==> src/rtl/fixed_accumulator_pkg.sv <==
// Shared definitions for the fixed-point accumulator: FSM state encoding and
// a constant-evaluable ceil(log2) used to size the sample counter.
package fixed_accumulator_pkg;

  typedef enum logic {
    ST_IDLE = 1'b0,
    ST_RUN  = 1'b1
  } state_t;

  // ceil(log2(v)) for v >= 1; usable in parameter/localparam expressions
  function automatic int clog2(input int v);
    int r;
    r = 0;
    for (int x = v - 1; x > 0; x = x >> 1) begin
      r = r + 1;
    end
    return r;
  endfunction

endpackage

==> src/rtl/fixed_accumulator_sat_add.sv <==
// Combinational saturating adder: adds two W-bit words in W+1 bits, clamps
// the result back to W bits and flags when the clamp was applied.
module fixed_accumulator_sat_add #(
  parameter int W         = 6,
  parameter int IS_SIGNED = 0
) (
  input  logic [W-1:0] a,
  input  logic [W-1:0] b,
  output logic [W-1:0] y,
  output logic         ovf
);

  logic [W:0] sum;

  // Returns {ovf, clamped value}. Unsigned overflow shows as a carry out;
  // signed overflow shows as the two top bits disagreeing, with the top bit
  // giving the true sign of the result.
  function automatic logic [W:0] clamp(input logic [W:0] s);
    logic [W:0] r;
    if (IS_SIGNED != 0) begin
      if (s[W] != s[W-1]) begin
        r = s[W] ? {1'b1, 1'b1, {(W-1){1'b0}}} : {1'b1, 1'b0, {(W-1){1'b1}}};
      end else begin
        r = {1'b0, s[W-1:0]};
      end
    end else begin
      r = s[W] ? {1'b1, {W{1'b1}}} : {1'b0, s[W-1:0]};
    end
    return r;
  endfunction

  // Extended-width add followed by clamp to the W-bit range
  always_comb begin
    if (IS_SIGNED != 0) begin
      sum = {a[W-1], a} + {b[W-1], b};
    end else begin
      sum = {1'b0, a} + {1'b0, b};
    end
    {ovf, y} = clamp(sum);
  end

endmodule

==> src/rtl/fixed_accumulator.sv <==
// Frame integrator: sums ACC_LEN valid samples into a wider saturating word
// and emits the sum with a one-cycle strobe. The binary point is unchanged;
// narrowing/realignment happens in the downstream convert block.
module fixed_accumulator
  import fixed_accumulator_pkg::*;
#(
  parameter int N_BITS_IN  = 4,
  parameter int BIN_PT_IN  = 4,
  parameter int N_BITS_OUT = 6,
  parameter int ACC_LEN    = 4,
  parameter int IS_SIGNED  = 0
) (
  input  logic                  clk,
  input  logic                  rst_n,
  input  logic                  sync,
  input  logic                  din_vld,
  input  logic [N_BITS_IN-1:0]  din,
  output logic [N_BITS_OUT-1:0] dout,
  output logic                  dout_vld,
  output logic                  dout_ovf
);

  localparam int              CNT_W    = clog2(ACC_LEN);
  localparam logic [CNT_W-1:0] CNT_LAST = CNT_W'(ACC_LEN - 1);

  state_t                state_q, state_d;
  logic [N_BITS_OUT-1:0] acc_q, acc_d;
  logic [CNT_W-1:0]      cnt_q, cnt_d;
  logic                  ovf_q, ovf_d;
  logic [N_BITS_OUT-1:0] dout_q, dout_d;
  logic                  dout_vld_q, dout_vld_d;
  logic                  dout_ovf_q, dout_ovf_d;

  logic [N_BITS_OUT-1:0] din_ext;
  logic [N_BITS_OUT-1:0] add_a;
  logic [N_BITS_OUT-1:0] add_y;
  logic                  add_ovf;

  // Widen the sample to accumulator width, honouring signedness
  if (IS_SIGNED != 0) begin : g_sext
    assign din_ext = N_BITS_OUT'($signed(din));
  end else begin : g_zext
    assign din_ext = N_BITS_OUT'(din);
  end

  // A sync cycle starts from an empty accumulator, so its sample adds to zero
  assign add_a = sync ? '0 : acc_q;

  fixed_accumulator_sat_add #(
    .W         (N_BITS_OUT),
    .IS_SIGNED (IS_SIGNED)
  ) u_sat_add (
    .a   (add_a),
    .b   (din_ext),
    .y   (add_y),
    .ovf (add_ovf)
  );

  // Next-state logic: frame restart, sample accumulation and end-of-frame dump
  always_comb begin
    state_d    = state_q;
    acc_d      = acc_q;
    cnt_d      = cnt_q;
    ovf_d      = ovf_q;
    dout_d     = dout_q;
    dout_ovf_d = dout_ovf_q;
    dout_vld_d = 1'b0;
    if (sync) begin
      state_d = ST_RUN;
      if (din_vld) begin
        acc_d = add_y;
        cnt_d = CNT_W'(1);
        ovf_d = add_ovf;
      end else begin
        acc_d = '0;
        cnt_d = '0;
        ovf_d = 1'b0;
      end
    end else if (state_q == ST_RUN && din_vld) begin
      if (cnt_q == CNT_LAST) begin
        dout_d     = add_y;
        dout_ovf_d = ovf_q | add_ovf;
        dout_vld_d = 1'b1;
        acc_d      = '0;
        cnt_d      = '0;
        ovf_d      = 1'b0;
      end else begin
        acc_d = add_y;
        cnt_d = cnt_q + CNT_W'(1);
        ovf_d = ovf_q | add_ovf;
      end
    end
  end

  // State and output registers with synchronous active-low reset
  always_ff @(posedge clk) begin
    if (!rst_n) begin
      state_q    <= ST_IDLE;
      acc_q      <= '0;
      cnt_q      <= '0;
      ovf_q      <= 1'b0;
      dout_q     <= '0;
      dout_vld_q <= 1'b0;
      dout_ovf_q <= 1'b0;
    end else begin
      state_q    <= state_d;
      acc_q      <= acc_d;
      cnt_q      <= cnt_d;
      ovf_q      <= ovf_d;
      dout_q     <= dout_d;
      dout_vld_q <= dout_vld_d;
      dout_ovf_q <= dout_ovf_d;
    end
  end

  assign dout     = dout_q;
  assign dout_vld = dout_vld_q;
  assign dout_ovf = dout_ovf_q;

endmodule
==> config.mk <==
export PLATFORM = sky130hd
export DESIGN_NAME = fixed_accumulator
export DESIGN_NICKNAME = d
export VERILOG_FILES = /design/src/rtl/fixed_accumulator_pkg.sv /design/src/rtl/fixed_accumulator_sat_add.sv /design/src/rtl/fixed_accumulator.sv
export SDC_FILE = /design/constraint.sdc
export NUM_CORES = 1
export LEC_CHECK = 0
export CAP_MARGIN = 5
export CORE_ASPECT_RATIO = 1.2
export CORE_MARGIN = 4
export CORE_UTILIZATION = 50
export DETAILED_ROUTE_END_ITERATION = 7
export HOLD_SLACK_MARGIN = 0.1
export PLACE_DENSITY = 0.8
export RECOVER_POWER = 25
export SLEW_MARGIN = 0
export SYNTH_ARGS = -nofsm -noshare
export SYNTH_HDL_FRONTEND = slang
export SYNTH_SLANG_ARGS = --single-unit
==> constraint.sdc <==
create_clock -name clk -period 2.5 [get_ports clk]
set_input_delay 0.5 -clock clk [delete_from_list [all_inputs] [get_ports clk]]
set_output_delay 0.5 -clock clk [all_outputs]
set_load 0.02 [all_outputs]
==> metrics.md <==
| Metric | Value |
|---|---|
| Via count | `928` |
| Top Ports | `16` |
| Setup violators final | `0` |
| Endpoints failing hold | `0` |
| # DRC | `0` |
| Slew margin rel. | `0.636` |
| Commonest non-fill, non-tap cell in the layout | `dfxtp_1` |
| Reg2reg setup slack | `about 0.50 ns` |
| Largest family of logic cells by synthesized area | `compound AO/OA/AOI/OAI gates` |
| Worst skew pair latency | `roughly 0.29 ns` |
| Yosys reg bits | `18` |
| Dominant synthesized flop cell | `dfxtp_1` |
| Grt total ovfl | `0` |
| Most frequent cells in the layout | `dfxtp_1, o21ai_0, clkdlybuf4s50_1` |
| Worst hold endpoint | `dout[4]` |
| Crit share post-route | `0.960` |
| Netlist cell types | `43` |
| Cell Area, Synth | `~1000 um2` |
| Clk_skew | `around 0.0073 ns` |
| R2r startpoint | `acc_q[0]` |
| Maximum vdd drop | `0.351 mV` |
| Status | `completed` |
| Worst-Margin Slew | `0.545 ns` |
| Adder-cell area share of the yosys netlist | `0.0811` |
| DRT iter0 DRCs | `8` |
| Initial antenna violation count | `0` |
| Syn Nets | `roughly 130` |
| Worst min-delay path class | `reg -> reg` |
| Crit path DAT | `2.63 ns` |
| Synth warn | `0` |
| Die area | `approximately 2800 um2` |
| Total Nets Final | `149` |
| Avg Cell Area, Syn | `9.18 um2` |
| Critical path class | `in -> reg` |
| # hold bufs at CTS | `0` |
| Setup crit start kind | `input pin` |
| Core ar. | `roughly 1900 um2` |
| Pwr/cell area | `around 440 nW/um2` |
| Number of CTS-inserted buffers | `3` |
| # H-tree levels | `1` |
| Root buffer cell | `clkbuf_4` |
| Total Wirelength | `2230 um` |
| Path depth of the worst reg2reg path | `8` |
| Area growth, synth to finish | `24.2%` |
| EDFF count, synth | `0` |
| DIE WIDTH | `49.2 um` |
| Number of diodes | `0` |
| WHS Path Cells | `2` |
| Dpl hpwl | `around 1700 um` |
| Largest net degree at the start of global routing | `20` |
| Row cnt | `17` |
| Max-capacitance violation count | `0` |
| CTS max path bufs | `2` |
| Worst Path Required | `between 2 and 3 ns` |
| Worst Slack Setup Final | `between 0.09 and 0.1 ns` |
| Port Buffer Count | `15` |
| 1st-pass router iterations | `4` |
| First-pass GRT wire length | `slightly above 4000 um` |
| Post-DP Area | `between 1000 and 1500 um2` |
| Synth Area in Compound Gates | `0.271` |
| Vias in the first global route | `about 950` |
| Leakage | `around 0.00056 uW` |
| Vias per cell | `6.07` |
| Sink Count | `18` |
| Gpl congestion | `between 0.8 and 0.9` |
| Post-Synth Simple-Gate Area | `0.210` |
| Layout cells sized above 1 | `0.134` |
| Post-synthesis mux area share | `0.0246` |
| Final hold slack | `approximately 0.48 ns` |
| Post-route cell area | `around 1300 um2` |
| Setup TNS Final | `0 ns` |
| RR Endpoint | `dout[4]` |
| GRT Total Usage | `0.179` |
| Antenna viol nets, final | `0` |
| CTS clock-pin slew for the worst setup and hold paths | `around 0.1 ns` |
| Seq/Total Area, Yosys | `0.354` |
| Synth Area in XOR/XNOR | `0.0172` |
| Routed wire length per instance | `around 15 um` |
| Worst Setup End Kind | `register` |
| Starting Density | `0.538` |
| CTS tree | `done` |
| Worst Hold Launch | `dout[4]` |
| Crit-path max FO | `4` |
| Fillers | `~140` |
| Dpl ws | `-0.175 ns` |
| Die height | `57.4 um` |
| Max Slew Vio Count | `0` |
| FMAX | `417 MHz` |
| Period minus WS final | `~2.4 ns` |
| Post-Synthesis Cells | `roughly 110` |
| Post-synth ARST share | `0` |
## routing by layer
layer,track usage,share of wire,vias up
li1,-,-,452
met1,0.201,0.42,430
met2,0.308,0.50,38
met3,0.0313,0.047,8
met4,0.122,0.035,0
met5,0,0,-
## through the flow
| step | power [uW] | util | std cells |
|---|---|---|---|
| floorplan | 349 | - | 111 |
| detailed placement | 383 | 0.649 | 149 |
| finish | 555 | 0.668 | 153 |
| global placement | 379 | 0.649 | 149 |
| global route | 584 | 0.668 | 153 |
| CTS | 561 | 0.668 | 153 |
## flip-flops by register name, indices dropped and copies added, names as in the netlist
register	flops
state_q	1
ovf_q	1
acc_q	6
dout_ovf	1
dout	6
cnt_q	2
dout_vld	1
## critical path, cell delays in order
cell	delay, ns
clkdlybuf4s50_1	0.48
nor2b_1	0.18
ha_1	0.19
inv_1	0.06
fa_1	0.37
and2b_1	0.30
o21a_4	0.18
mux2_4	0.30
o22ai_2	0.08
## repair_timing
item                       4_1_cts  5_1_grt
gates resized for setup          0        1
buffers inserted                 0        0
setup endpoints to repair        0        2
## layout make-up
type | instances | area (um2) | share of cell area
Sequential cell | 18 | 360 | 0.285
Clock buffer | 4 | 36.3 | 0.0287
Timing Repair Buffer | 23 | 206 | 0.163
Tap cell | 19 | 23.8 | 0.0188
Inverter | 5 | 18.8 | 0.0148
Multi-Input combinational cell | 84 | 619 | 0.490
## synth_stat cells, types with 2 or more instances
cell	count	area, um2
dfxtp_1	18	360
o21ai_0	12	60.1
a21oi_1	8	40.0
nand2_1	6	22.5
nor2b_1	6	37.5
ha_1	5	62.6
inv_1	5	18.8
nor2_1	4	15.0
a21boi_0	3	22.5
a31oi_1	3	18.8
o21a_1	3	22.5
a21o_1	2	15.0
buf_4	2	15.0
nand2b_1	2	12.5
nand3b_1	2	15.0
o211a_1	2	20.0
o211ai_1	2	15.0
## power breakdown
group	internal [uW]	switching [uW]
registers	293	3.76
clock network	88.7	88.8
logic	40.3	40.2
## how the worst max path moves through the flow
stage               cells past startpoint  from       end
global route                            9  sync   dout[4]
CTS                                     9  sync  acc_q[2]
finish                                  9  sync   dout[4]
floorplan                               9  sync   dout[4]
detailed placement                      9  sync  acc_q[2]
global placement                        9  sync   dout[4]
## logic make-up (layout without fill, tap and decap cells)
| family | count (synthesis) | count (layout) |
|---|---|---|
| buf+inv | 9 | 32 |
| fa+ha+maj | 6 | 6 |
| mux | 2 | 2 |
| simple gates | 33 | 33 |
| xor+xnor | 2 | 2 |
| flops | 18 | 18 |
| compound gates | 41 | 41 |
Note: power is estimated with default switching activity, not from simulation.
